### config.mk
export PLATFORM = sky130hd
export DESIGN_NAME = pipe_hazard_ctrl
export DESIGN_NICKNAME = d
export VERILOG_FILES = /design/src/rtl/pipe_hazard_ctrl.sv
export SDC_FILE = /design/constraint.sdc
export NUM_CORES = 1
export LEC_CHECK = 0
export ABC_AREA = 1
export BUFFER_PORTS_ARGS = -buffer_cell sky130_fd_sc_hd__buf_2
export CAP_MARGIN = 10
export CORE_UTILIZATION = 26
export CTS_CLUSTER_SIZE = 28
export DETAILED_ROUTE_END_ITERATION = 6
export GPL_ROUTABILITY_DRIVEN = 0
export SYNTH_ARGS = -nofsm -noshare
export SYNTH_HDL_FRONTEND = slang
export SYNTH_SLANG_ARGS = --single-unit
### constraint.sdc
create_clock -name clock -period 1.5 [get_ports clock]
set_input_delay 0.3 -clock clock [delete_from_list [all_inputs] [get_ports clock]]
set_output_delay 0.3 -clock clock [all_outputs]
set_load 0.02 [all_outputs]
### src/rtl/pipe_hazard_ctrl.sv
// Y86 five-stage pipeline hazard controller: load-use, ret, mispredict and sticky halt.
// Optional statistics counters are built when PIPE_CTRL_STATS_EN is defined.
module pipe_hazard_ctrl #(
    parameter int         RET_BUBBLES = 3,
    parameter int         CNT_W       = 16,
    parameter logic [3:0] RNONE       = 4'hF
) (
    input  logic             clock,
    input  logic             reset_n,
    input  logic [3:0]       D_icode,
    input  logic [3:0]       d_srcA,
    input  logic [3:0]       d_srcB,
    input  logic [3:0]       E_icode,
    input  logic [3:0]       E_dstM,
    input  logic             e_Cnd,
    input  logic [3:0]       W_icode,
    input  logic             stats_clr,
    output logic             F_stall,
    output logic             D_stall,
    output logic             D_bubble,
    output logic             E_bubble,
    output logic             M_bubble,
    output logic             W_stall,
    output logic             halted,
    output logic [CNT_W-1:0] cnt_loaduse,
    output logic [CNT_W-1:0] cnt_mispred,
    output logic [CNT_W-1:0] cnt_ret,
    output logic [CNT_W-1:0] cnt_cycles
);

    localparam logic [3:0] I_HALT   = 4'h0;
    localparam logic [3:0] I_MRMOVQ = 4'h5;
    localparam logic [3:0] I_JXX    = 4'h7;
    localparam logic [3:0] I_RET    = 4'h9;
    localparam logic [3:0] I_POPQ   = 4'hB;

    localparam int RL_W = (RET_BUBBLES > 1) ? $clog2(RET_BUBBLES) : 1;
    localparam logic [RL_W-1:0] RET_INIT = RL_W'(RET_BUBBLES - 1);
    localparam logic [RL_W-1:0] RET_LAST = RL_W'(1);

    typedef enum logic [1:0] {
        S_RUN      = 2'd0,
        S_RET_WAIT = 2'd1,
        S_HALTED   = 2'd2
    } state_t;

    state_t          state_r;
    logic [RL_W-1:0] ret_left_r;

    logic lu_s, mp_s, rt_s, hlt_s;
    logic ev_lu_s, ev_mp_s, ev_rt_s;

    // Raw hazard conditions decoded from the pipeline registers.
    always_comb begin
        lu_s  = ((E_icode == I_MRMOVQ) || (E_icode == I_POPQ)) && (E_dstM != RNONE) &&
                ((E_dstM == d_srcA) || (E_dstM == d_srcB));
        mp_s  = (E_icode == I_JXX) && !e_Cnd;
        rt_s  = (D_icode == I_RET);
        hlt_s = (W_icode == I_HALT);
    end

    // Prioritised control decode; halt dominates, and in RET_WAIT only halt can interrupt.
    always_comb begin
        F_stall  = 1'b0;
        D_stall  = 1'b0;
        D_bubble = 1'b0;
        E_bubble = 1'b0;
        M_bubble = 1'b0;
        W_stall  = 1'b0;
        ev_lu_s  = 1'b0;
        ev_mp_s  = 1'b0;
        ev_rt_s  = 1'b0;
        halted   = (state_r == S_HALTED);
        case (state_r)
            S_RUN: begin
                if (hlt_s) begin
                    F_stall  = 1'b1;
                    D_stall  = 1'b1;
                    M_bubble = 1'b1;
                    W_stall  = 1'b1;
                end else if (mp_s) begin
                    D_bubble = 1'b1;
                    E_bubble = 1'b1;
                    ev_mp_s  = 1'b1;
                end else if (lu_s) begin
                    F_stall  = 1'b1;
                    D_stall  = 1'b1;
                    E_bubble = 1'b1;
                    ev_lu_s  = 1'b1;
                end else if (rt_s) begin
                    F_stall  = 1'b1;
                    D_bubble = 1'b1;
                    ev_rt_s  = 1'b1;
                end else begin
                    F_stall  = 1'b0;
                end
            end
            S_RET_WAIT: begin
                if (hlt_s) begin
                    F_stall  = 1'b1;
                    D_stall  = 1'b1;
                    M_bubble = 1'b1;
                    W_stall  = 1'b1;
                end else begin
                    F_stall  = 1'b1;
                    D_bubble = 1'b1;
                end
            end
            S_HALTED: begin
                F_stall  = 1'b1;
                D_stall  = 1'b1;
                M_bubble = 1'b1;
                W_stall  = 1'b1;
            end
            default: begin
                F_stall  = 1'b0;
            end
        endcase
    end

    // Control FSM: ret wait window countdown and sticky halt.
    always_ff @(posedge clock or negedge reset_n) begin
        if (!reset_n) begin
            state_r    <= S_RUN;
            ret_left_r <= RL_W'(0);
        end else begin
            case (state_r)
                S_RUN: begin
                    if (hlt_s) begin
                        state_r <= S_HALTED;
                    end else if (ev_rt_s && (RET_BUBBLES > 1)) begin
                        state_r    <= S_RET_WAIT;
                        ret_left_r <= RET_INIT;
                    end
                end
                S_RET_WAIT: begin
                    if (hlt_s) begin
                        state_r <= S_HALTED;
                    end else if (ret_left_r == RET_LAST) begin
                        state_r <= S_RUN;
                    end else begin
                        ret_left_r <= ret_left_r - RET_LAST;
                    end
                end
                S_HALTED: state_r <= S_HALTED;
                default:  state_r <= S_RUN;
            endcase
        end
    end

`ifdef PIPE_CTRL_STATS_EN
    function automatic logic [CNT_W-1:0] sat_inc(input logic [CNT_W-1:0] v, input logic en);
        return (en && (v != {CNT_W{1'b1}})) ? v + CNT_W'(1) : v;
    endfunction

    // Saturating event counters; clear has priority over any increment.
    always_ff @(posedge clock or negedge reset_n) begin
        if (!reset_n) begin
            cnt_loaduse <= CNT_W'(0);
            cnt_mispred <= CNT_W'(0);
            cnt_ret     <= CNT_W'(0);
            cnt_cycles  <= CNT_W'(0);
        end else if (stats_clr) begin
            cnt_loaduse <= CNT_W'(0);
            cnt_mispred <= CNT_W'(0);
            cnt_ret     <= CNT_W'(0);
            cnt_cycles  <= CNT_W'(0);
        end else begin
            cnt_loaduse <= sat_inc(cnt_loaduse, ev_lu_s);
            cnt_mispred <= sat_inc(cnt_mispred, ev_mp_s);
            cnt_ret     <= sat_inc(cnt_ret, ev_rt_s);
            cnt_cycles  <= sat_inc(cnt_cycles, state_r != S_HALTED);
        end
    end
`else
    logic unused_stats_s;
    assign unused_stats_s = stats_clr ^ ev_lu_s ^ ev_mp_s;
    assign cnt_loaduse = CNT_W'(0);
    assign cnt_mispred = CNT_W'(0);
    assign cnt_ret     = CNT_W'(0);
    assign cnt_cycles  = CNT_W'(0);
`endif

endmodule

# --- Word-level counts from Yosys, hierarchy flattened ---
# Cells that the tools add are included.
word_totals:
  wordCells: 64
  output_inout_bits: 71
  in_bits: 28
  register_bits: 4
classes:
  n_addsub: 1
  eq_ne: 16
  reduce_logical: 13
  muxes: 32
ops:
  columns: ["operator", "n"]
  rows:
  - ["$mux W1", 18]
  - ["$mux W2", 8]
  - ["$eq A4 B3 Y1 const B", 2]
  - ["$eq A4 B4 Y1", 2]
  - ["$eq A4 B4 Y1 const B", 2]
  - ["$ne A2 B2 Y1 const B", 4]
  - ["$ne A3 B3 Y1 const B", 2]
  - ["$pmux W1 S2", 3]
  - ["$pmux W2 S3", 1]
  - ["$reduce_and A5 Y1", 1]
  - ["$eq A2 B1 Y1 const B", 2]
  - ["$logic_not A4 Y1", 1]
  - ["$ne A4 B4 Y1 const B", 1]
  - ["$pmux W2 S2", 1]
  - ["$reduce_or A2 Y1", 2]
  - ["$logic_and A1 B1 Y1", 3]
  - ["$pmux W1 S3", 1]
  - ["$eq A2 B2 Y1 const B", 1]
  - ["$logic_not A2 Y1", 1]
  - ["$logic_or A1 B1 Y1", 2]
  - ["$reduce_and A2 Y1", 1]
  - ["$reduce_bool A2 Y1", 1]
  - ["$sub A2 B1 Y2 const B", 1]
  - ["$logic_not A1 Y1", 1]

# --- Longest topological paths before layout ---
# Gate-level depths: netlist of the first run.
logic_depth:
  ltp_word: 11
  ltp_mapped: 12
  mapped_depth_nobuf: 12

# --- Least setup slack after synthesis of the first run ---
# OpenSTA, ideal clock, no wires.
synth_timing:
  path_type: "input to output"
  startpoint: "input port W_icode[1]"
  endpoint: "output port W_stall"
  path_buffers: 1
  required_time_ns: 1.200
  path_stages: 4
  arrival_ns: 1.359
  slack_ns: -0.159
  cell_sequence: "nor2_1 > nand2_1 > o21ai_0 > buf_4"
synth_between:
  elab_chain_cells: 3
synth_rtl:
  columns: ["item", "line", "source"]
  rows:
  - ["start: declaration", "16", "input logic [3:0] W_icode,"]
  - ["$logic_not A4 Y1", "59", "hlt_s = (W_icode == I_HALT);"]
  - ["$mux W1", null, null]
  - ["$pmux W1 S2", null, null]
  - ["end: declaration", "23", "output logic W_stall,"]
# No other way between the ends.

# --- Final worst setup path of the first run ---
layout_timing:
  startpoint: "register state_r[0]"
  endpoint: "output port D_stall"
layout_between:
  elab_chain_cells: 2
  elab_cells_between_ends: 4
  cone_classes: "eq/ne (2); mux (1); reduce/logical (1)"
layout_rtl:
  columns: ["item", "line", "source"]
  rows:
  - ["start: declaration", "47", "state_t state_r;"]
  - ["start signal: assignment", "124", "state_r <= S_RUN;"]
  - ["start signal: assignment", "130", "state_r <= S_HALTED;"]
  - ["start signal: assignment", "132", "state_r <= S_RET_WAIT;"]
  - ["$eq A2 B2 Y1 (tied with other cells)", "74", "case (state_r)"]
  - ["$pmux W1 S3 *", "74", null]
  - ["end: declaration", "19", "output logic D_stall,"]
# Every way passes the cells marked *; elsewhere a longest branch is shown, timed or not.

==> metrics.csv, run 1 <==
stage,metric,value,unit
route,drt total wl,2.09,mm
cts,Inserted Clock Buffers,3,
pwr,pwr dens,1200,nW/um^2
pwr,Final Power,1760,uW
cts,TritonCTS clock tree,done,
route,DRC Markers,0,
worst_hold_path,worst min path class,input port to async pin,
synthesis,top cell type's share of synthesized area,44.2,%
pwr,Peak supply drop,0.489,mV
route,1st-iter DRT viols,10,
timing,Post-Route Setup TNS,-0.482,ns
timing,final worst-path cycle share,109,%
die,Initial Util,27.4,%
route,vias,998,
die,Die Width,67.2,um
place,post-detail-place hpwl,1.65,mm
status,failing checks,negative setup slack,
critical_path,Crit. End Element,output pin,
cts,Max H-tree Level,1,
synthesis,mapped cell area,1100,um^2
synthesis,post-synthesis cell count,177,
timing,Final Setup Violations,4,
route,post-route ant nets,0,
status,status,finished with violations,
cts,CTS sink cnt,4,
finish,Final Util,36.4,%
die,core area,4030,um^2
critical_path,CP Data Required Time,1.20,ns
global_route,antenna violations before repair,0,
cts,CTS max path bufs,2,
global_route,vias in the first global route,779,
global_route,global route overflow,0,
timing,Slew Limit Fails,0,
timing,Worst Skew,0.00314,ns
timing,clock period minus worst slack,1.63,ns
synthesis,Synth area leader,buf_4,
critical_path,"Arr. time, crit path",1.33,ns
finish,Finished Layout Cells,280,
critical_path,CP Cell Sequence,inv_2 -> ha_4 -> buf_4 -> nand2_2 -> a31oi_2 -> buf_4,
global_route,largest net degree at the start of global routing,5,
route,drt wl/cell,7.45,um
cts,Clock transition at path regs,0.03,ns
die,Die Height,67.2,um
finish,Antenna Cells,0,
place,I/O Buffers,33,
finish,layout overhead on the synthesized area,32.9,%
critical_path,"Max stage delay cell, worst path",dfrtp_1,
synthesis,Mean Syn Cell Area,6.23,um^2
global_route,global-route usage over all layers,8.74,%
critical_path,Critical Path Start Type,flip-flop,
die,Total Die Area,4510,um^2
critical_path,CP most frequent cell,buf_4,
synthesis,Post-synth ARST share,100,%
critical_path,Max stage delay on crit path,0.38,ns
cts,worst-skew pair later-pin latency,0.22,ns
place,pre-CTS WS,-0.132,ns
critical_path,Worst path top cell family by delay,flip-flops,
place,DP Cell Count,272,
synthesis,Synth cell types,22,
timing,fmax,614,MHz
finish,fillcell total,426,
timing,RSZ-0062 raised after global routing,yes,
route,number of detailed-route iterations in the first pass,4,
die,I/O pin count,99,
route,DR vias/cell,3.56,
synthesis,synth top area cells,"buf_4 44%, nand2_1 15%, dfrtp_1 9.1%, inv_1 6.1%, ha_1 5.7%",
timing,post-route setup slack,-0.129,ns
global_route,first-pass GRT wire length,3.02,mm
synthesis,number of synthesized flops with an enable pin,0,
critical_path,Critical Path Fanout Max,4,
pwr,Leak Pwr,0.000871,uW
timing,endpoints failing hold,0,
synthesis,Ys Warns,0,
synthesis,most common cell in the netlist,buf_4,
synthesis,"top cells by count, synth","65 x buf_4, 43 x nand2_1, 18 x inv_1",
finish,fin nets,265,
critical_path,crit path buf inv count,3,
synthesis,#FFs+latches synth,4,
finish,layout cell share with drive strength beyond 1,40.4,%
critical_path,Setup Crit Path Kind,flip-flop to output pin,
flow_run,maxcap violations,0,
die,Rows,23,
cts,clk root buf,clkbuf_8,
synthesis,register area share after synthesis,9.07,%
synthesis,Synth Flop Type,dfrtp_1,
==> layer usage <==
layer  GRT usage [%]  share of wire [%]
met2            16.5                 51
met5               0                  0
met4            3.19                1.0
met1            9.89                 39
met3            1.01                9.1
==> stage by stage <==
stage | area, um^2 | hold slack [ns]
3_5_place_dp | 1200 | 0.110
3_3_place_gp | 1200 | 0.107
4_1_cts | 1400 | 0.420
5_1_grt | 1470 | 0.429
6_report | 1470 | 0.419
2_1_floorplan | 1360 | 0.00441
==> kinds of logic (layout without fill, tap and decap cells) <==
| group | Yosys count | after routing | synth area share [%] |
|---|---|---|---|
| compound gates | 9 | 9 | 4.88 |
| flops | 4 | 4 | 9.07 |
| buf+inv | 88 | 78 | 52.0 |
| other cells | 1 | 64 | 0.340 |
| simple gates | 70 | 70 | 28.0 |
| fa+ha+maj | 5 | 5 | 5.67 |
==> sequential cells by signal (all words and copies together) (netlist names) <==
name / count
ret_left_r: 2
state_r: 2
==> cell usage in the layout (no fill, tap or decap), drive strengths merged <==
master	count
conb	64
buf	51
nand2	46
inv	23
nor2	13
nand3	7
ha	5
dfrtp	4
o21ai	4
clkbuf	3
a21oi	2
a31oi	2
nand3b	1
nand4	1
nor4	1
or2	1
a21boi	1
dlygate4sd3	1
==> final cells by class <==
cell class / instances / area [um^2] / area share [%]
clock buffer: 3 / 41.3 / 2.82
timing repair buffer: 52 / 407 / 27.7
sequential: 4 / 100 / 6.83
multi-input combinational: 148 / 764 / 52.1
inverter: 23 / 91.3 / 6.23
tap: 50 / 62.6 / 4.27
==> repair_timing <==
| action | 4_1_cts | 5_1_grt |
|---|---|---|
| endpoints found under the setup margin | 4 | 8 |
| hold buffers | 1 | 0 |
| buffers inserted | 2 | 2 |
| resized for setup | 37 | 16 |
| gates cloned | 0 | 0 |
| pin swaps | 23 | 7 |
| endpoints found under the hold margin | 4 | 0 |
==> final timing paths <==
check                                   start            end  slack, ns  cells past startpoint
worst max-delay path               state_r[0]        D_stall      -0.13                      6
worst min-delay path                  reset_n     state_r[0]       0.42                      2
worst max register to register     state_r[0]     state_r[1]       0.04                     11
worst min register to register  ret_left_r[1]  ret_left_r[1]       0.47                      2
max in group asynchronous             reset_n  ret_left_r[1]       0.96                      2
min in group clock              ret_left_r[1]  ret_left_r[1]       0.47                      2
==> power breakdown <==
| group | switching (uW) | total, uW | internal, uW |
|---|---|---|---|
| sequential | 24.7 | 175 | 150 |
| combinational | 730 | 1350 | 617 |
| clock | 62.2 | 234 | 172 |
| total | 817 | 1760 | 939 |
Note: power is estimated with default switching activity, not from simulation.
==> run 2: changes to the inputs <==
--- a/config.mk
+++ b/config.mk
@@ -9,9 +9,11 @@
 export BUFFER_PORTS_ARGS = -buffer_cell sky130_fd_sc_hd__buf_2
 export CAP_MARGIN = 10
 export CORE_UTILIZATION = 26
+export CTS_BUF_LIST = sky130_fd_sc_hd__clkbuf_16
 export CTS_CLUSTER_SIZE = 28
 export DETAILED_ROUTE_END_ITERATION = 6
 export GPL_ROUTABILITY_DRIVEN = 0
 export SYNTH_ARGS = -nofsm -noshare
 export SYNTH_HDL_FRONTEND = slang
 export SYNTH_SLANG_ARGS = --single-unit
+export TNS_END_PERCENT = 30
==> run 2 against run 1 <==
The flow still finishes with violations (negative setup slack). Sequential power hardly changed. Via count is 7.4% lower. Register-to-register slack better by 0.21 ns. Total power is 3.9% lower. First-iteration DRC count stayed put. Cell count is 2.5% lower. Sequential share of layout area is 0.58 points higher.
==> metrics.csv, run 2 (synthesis results as in run 1) <==
stage,metric,value,unit,change
critical_path,crit path from,state_r[1],,
critical_path,CP Data Required Time,1.20,ns,about the same
critical_path,RR Endpoint,ret_left_r[0],,
timing,fmax,613,MHz,-0.20%
global_route,antenna violations before repair,0,,unchanged
finish,Multi-input gate area,727,um^2,-4.9%
route,DR vias/cell,3.38,,-5.0%
cts,Clock transition at path regs,0.03,ns,about the same
critical_path,Crit. End Element,output pin,,
route,vias,924,,-7.4%
die,Rows,23,,unchanged
cts,CTS sink cnt,4,,unchanged
finish,Largest regs,"ret_left_r (2), state_r (2)",,
route,number of detailed-route iterations in the first pass,2,,-2
critical_path,Setup Crit Path Kind,flip-flop to output pin,,
timing,WHS,0.404,ns,-0.0150 ns
die,core area,4030,um^2,unchanged
finish,layout overhead on the synthesized area,22.4,%,
critical_path,Reg2Reg Setup Slack,0.25,ns,+0.21 ns
cts,Max H-tree Level,1,,unchanged
cts,Inserted Clock Buffers,3,,unchanged
pwr,pwr dens,1250,nW/um^2,+4.3%
finish,fillcell total,444,,+4.2%
route,drt wl/cell,6.66,um,-11%
finish,Antenna Cells,0,,unchanged
global_route,global route overflow,0,,unchanged
flow_run,maxcap violations,0,,unchanged
critical_path,Critical Path Start Type,flip-flop,,
place,DP Area,1140,um^2,-5.1%
place,DP Cell Count,266,,-2.2%
finish,register area,100,um^2,unchanged
critical_path,Critical Path Fanout Max,4,,unchanged
finish,"most common cell after layout, fill and taps aside",conb_1,,
timing,clock period minus worst slack,1.63,ns,+0.00330 ns
critical_path,CP Cell Sequence,inv_2 -> ha_2 -> nand2_1 -> a31oi_2 -> buf_4,,
critical_path,critical register-to-register path startpoint,state_r[0],,
worst_hold_path,worst min path class,input port to async pin,,
global_route,vias in the first global route,712,,-8.6%
critical_path,Max stage delay on crit path,0.38,ns,about the same
place,I/O Buffers,33,,unchanged
timing,endpoints failing hold,0,,unchanged
status,status,finished with violations,,
global_route,first-pass GRT wire length,2.59,mm,-14%
die,Initial Util,27.4,%,unchanged
die,I/O pin count,99,,unchanged
route,post-route ant nets,0,,unchanged
die,Total Die Area,4510,um^2,unchanged
critical_path,"Max stage delay cell, worst path",dfrtp_1,,
route,1st-iter DRT viols,10,,unchanged
timing,post-route setup slack,-0.132,ns,-0.00330 ns
finish,most frequent cells in the layout,"64 x conb_1, 40 x nand2_1, 22 x buf_2, 18 x buf_4, 14 x inv_1",,
finish,post-route cell area,1350,um^2,-7.8%
finish,layout cell share with drive strength beyond 1,32.7,%,-7.7 points
global_route,global-route usage over all layers,7.51,%,-1.2 points
timing,Post-Route Setup TNS,-0.398,ns,+0.0838 ns
status,failing checks,negative setup slack,,
timing,Worst Skew,0.000689,ns,-0.00245 ns
critical_path,worst-case reg-to-reg path depth,6,,-5
die,Die Width,67.2,um,unchanged
finish,Finished Layout Cells,273,,-2.5%
die,Die Height,67.2,um,unchanged
timing,Slew Limit Fails,0,,unchanged
critical_path,"Arr. time, crit path",1.33,ns,about the same
cts,CTS max path bufs,2,,unchanged
place,post-detail-place hpwl,1.53,mm,-7.6%
cts,clk root buf,clkbuf_16,,
timing,Final Setup Violations,4,,unchanged
pwr,Leak Pwr,0.000833,uW,-4.4%
route,DRC Markers,0,,unchanged
timing,RSZ-0062 raised after global routing,yes,,
finish,fin nets,258,,-2.6%
route,drt total wl,1.82,mm,-13%
pwr,Final Power,1690,uW,-3.9%
global_route,largest net degree at the start of global routing,5,,unchanged
timing,final worst-path cycle share,109,%,+0.22 points
cts,worst-skew pair later-pin latency,0.23,ns,about the same
pwr,Peak supply drop,0.923,mV,+89%
cts,TritonCTS clock tree,done,,
critical_path,critical path endpoint,D_stall,,
run 2: cell types whose count changed in the layout (fill, tap and decap cells not counted), moves of 3 or more:
cell       change
clkbuf_8       -3
buf_2          +5
nand2_2        -4
buf_6          -9
clkbuf_16      +3
nand2_1        +4
run 2: power breakdown:
group | switching, uW | internal (uW)
logic | 649 | 446
registers | 23.0 | 150
clock network | 78.9 | 341
run 2: what timing repair did:
action,CTS,global route
gates cloned,0,0
buffers inserted,2,1
hold buffers,1,0
pin swaps,6,11
endpoints found under the hold margin,4,0
setup endpoints to repair,4,6
resized for setup,14,17
run 2: layout make-up:
| cell class | count | share of cell area, % |
|---|---|---|
| Inverter | 23 | 6.39 |
| Sequential cell | 4 | 7.41 |
| Clock buffer | 3 | 5.56 |
| Tap cell | 50 | 4.63 |
| Multi-Input combinational cell | 148 | 53.8 |
| Timing Repair Buffer | 45 | 22.2 |
run 2: how the worst min path moves through the flow:
stage,from,end,slack [ns]
3_3_place_gp,reset_n,state_r[1],0.11
5_1_grt,reset_n,state_r[1],0.42
4_1_cts,reset_n,state_r[1],0.40
2_1_floorplan,reset_n,ret_left_r[0],0.004
3_5_place_dp,reset_n,state_r[1],0.11
6_report,reset_n,state_r[0],0.40
run 2: stage by stage:
| stage | util, % | worst slack, ns |
|---|---|---|
| 2_1_floorplan | - | -0.0844 |
| 3_3_place_gp | 28.3 | -0.105 |
| 3_5_place_dp | 28.3 | -0.0841 |
| 4_1_cts | 31.8 | -0.126 |
| 5_1_grt | 33.5 | -0.224 |
| 6_report | 33.5 | -0.132 |
run 2: worst max-delay path, delay by kind of cell, from the launching register on:
family	cells	cell delay, ns
simple gates	1	0.08
fa+ha+maj	1	0.20
buf+inv	2	0.26
flops	1	0.38
compound gates	1	0.20
run 2: layer usage:
| metal | global-route usage (%) | share of wire [%] | vias up |
|---|---|---|---|
| met4 | 3.99 | 1.9 | 0 |
| met1 | 7.78 | 40 | 371 |
| met5 | 0 | 0 | - |
| met2 | 14.2 | 49 | 50 |
| li1 | - | - | 500 |
| met3 | 1.18 | 9.0 | 3 |
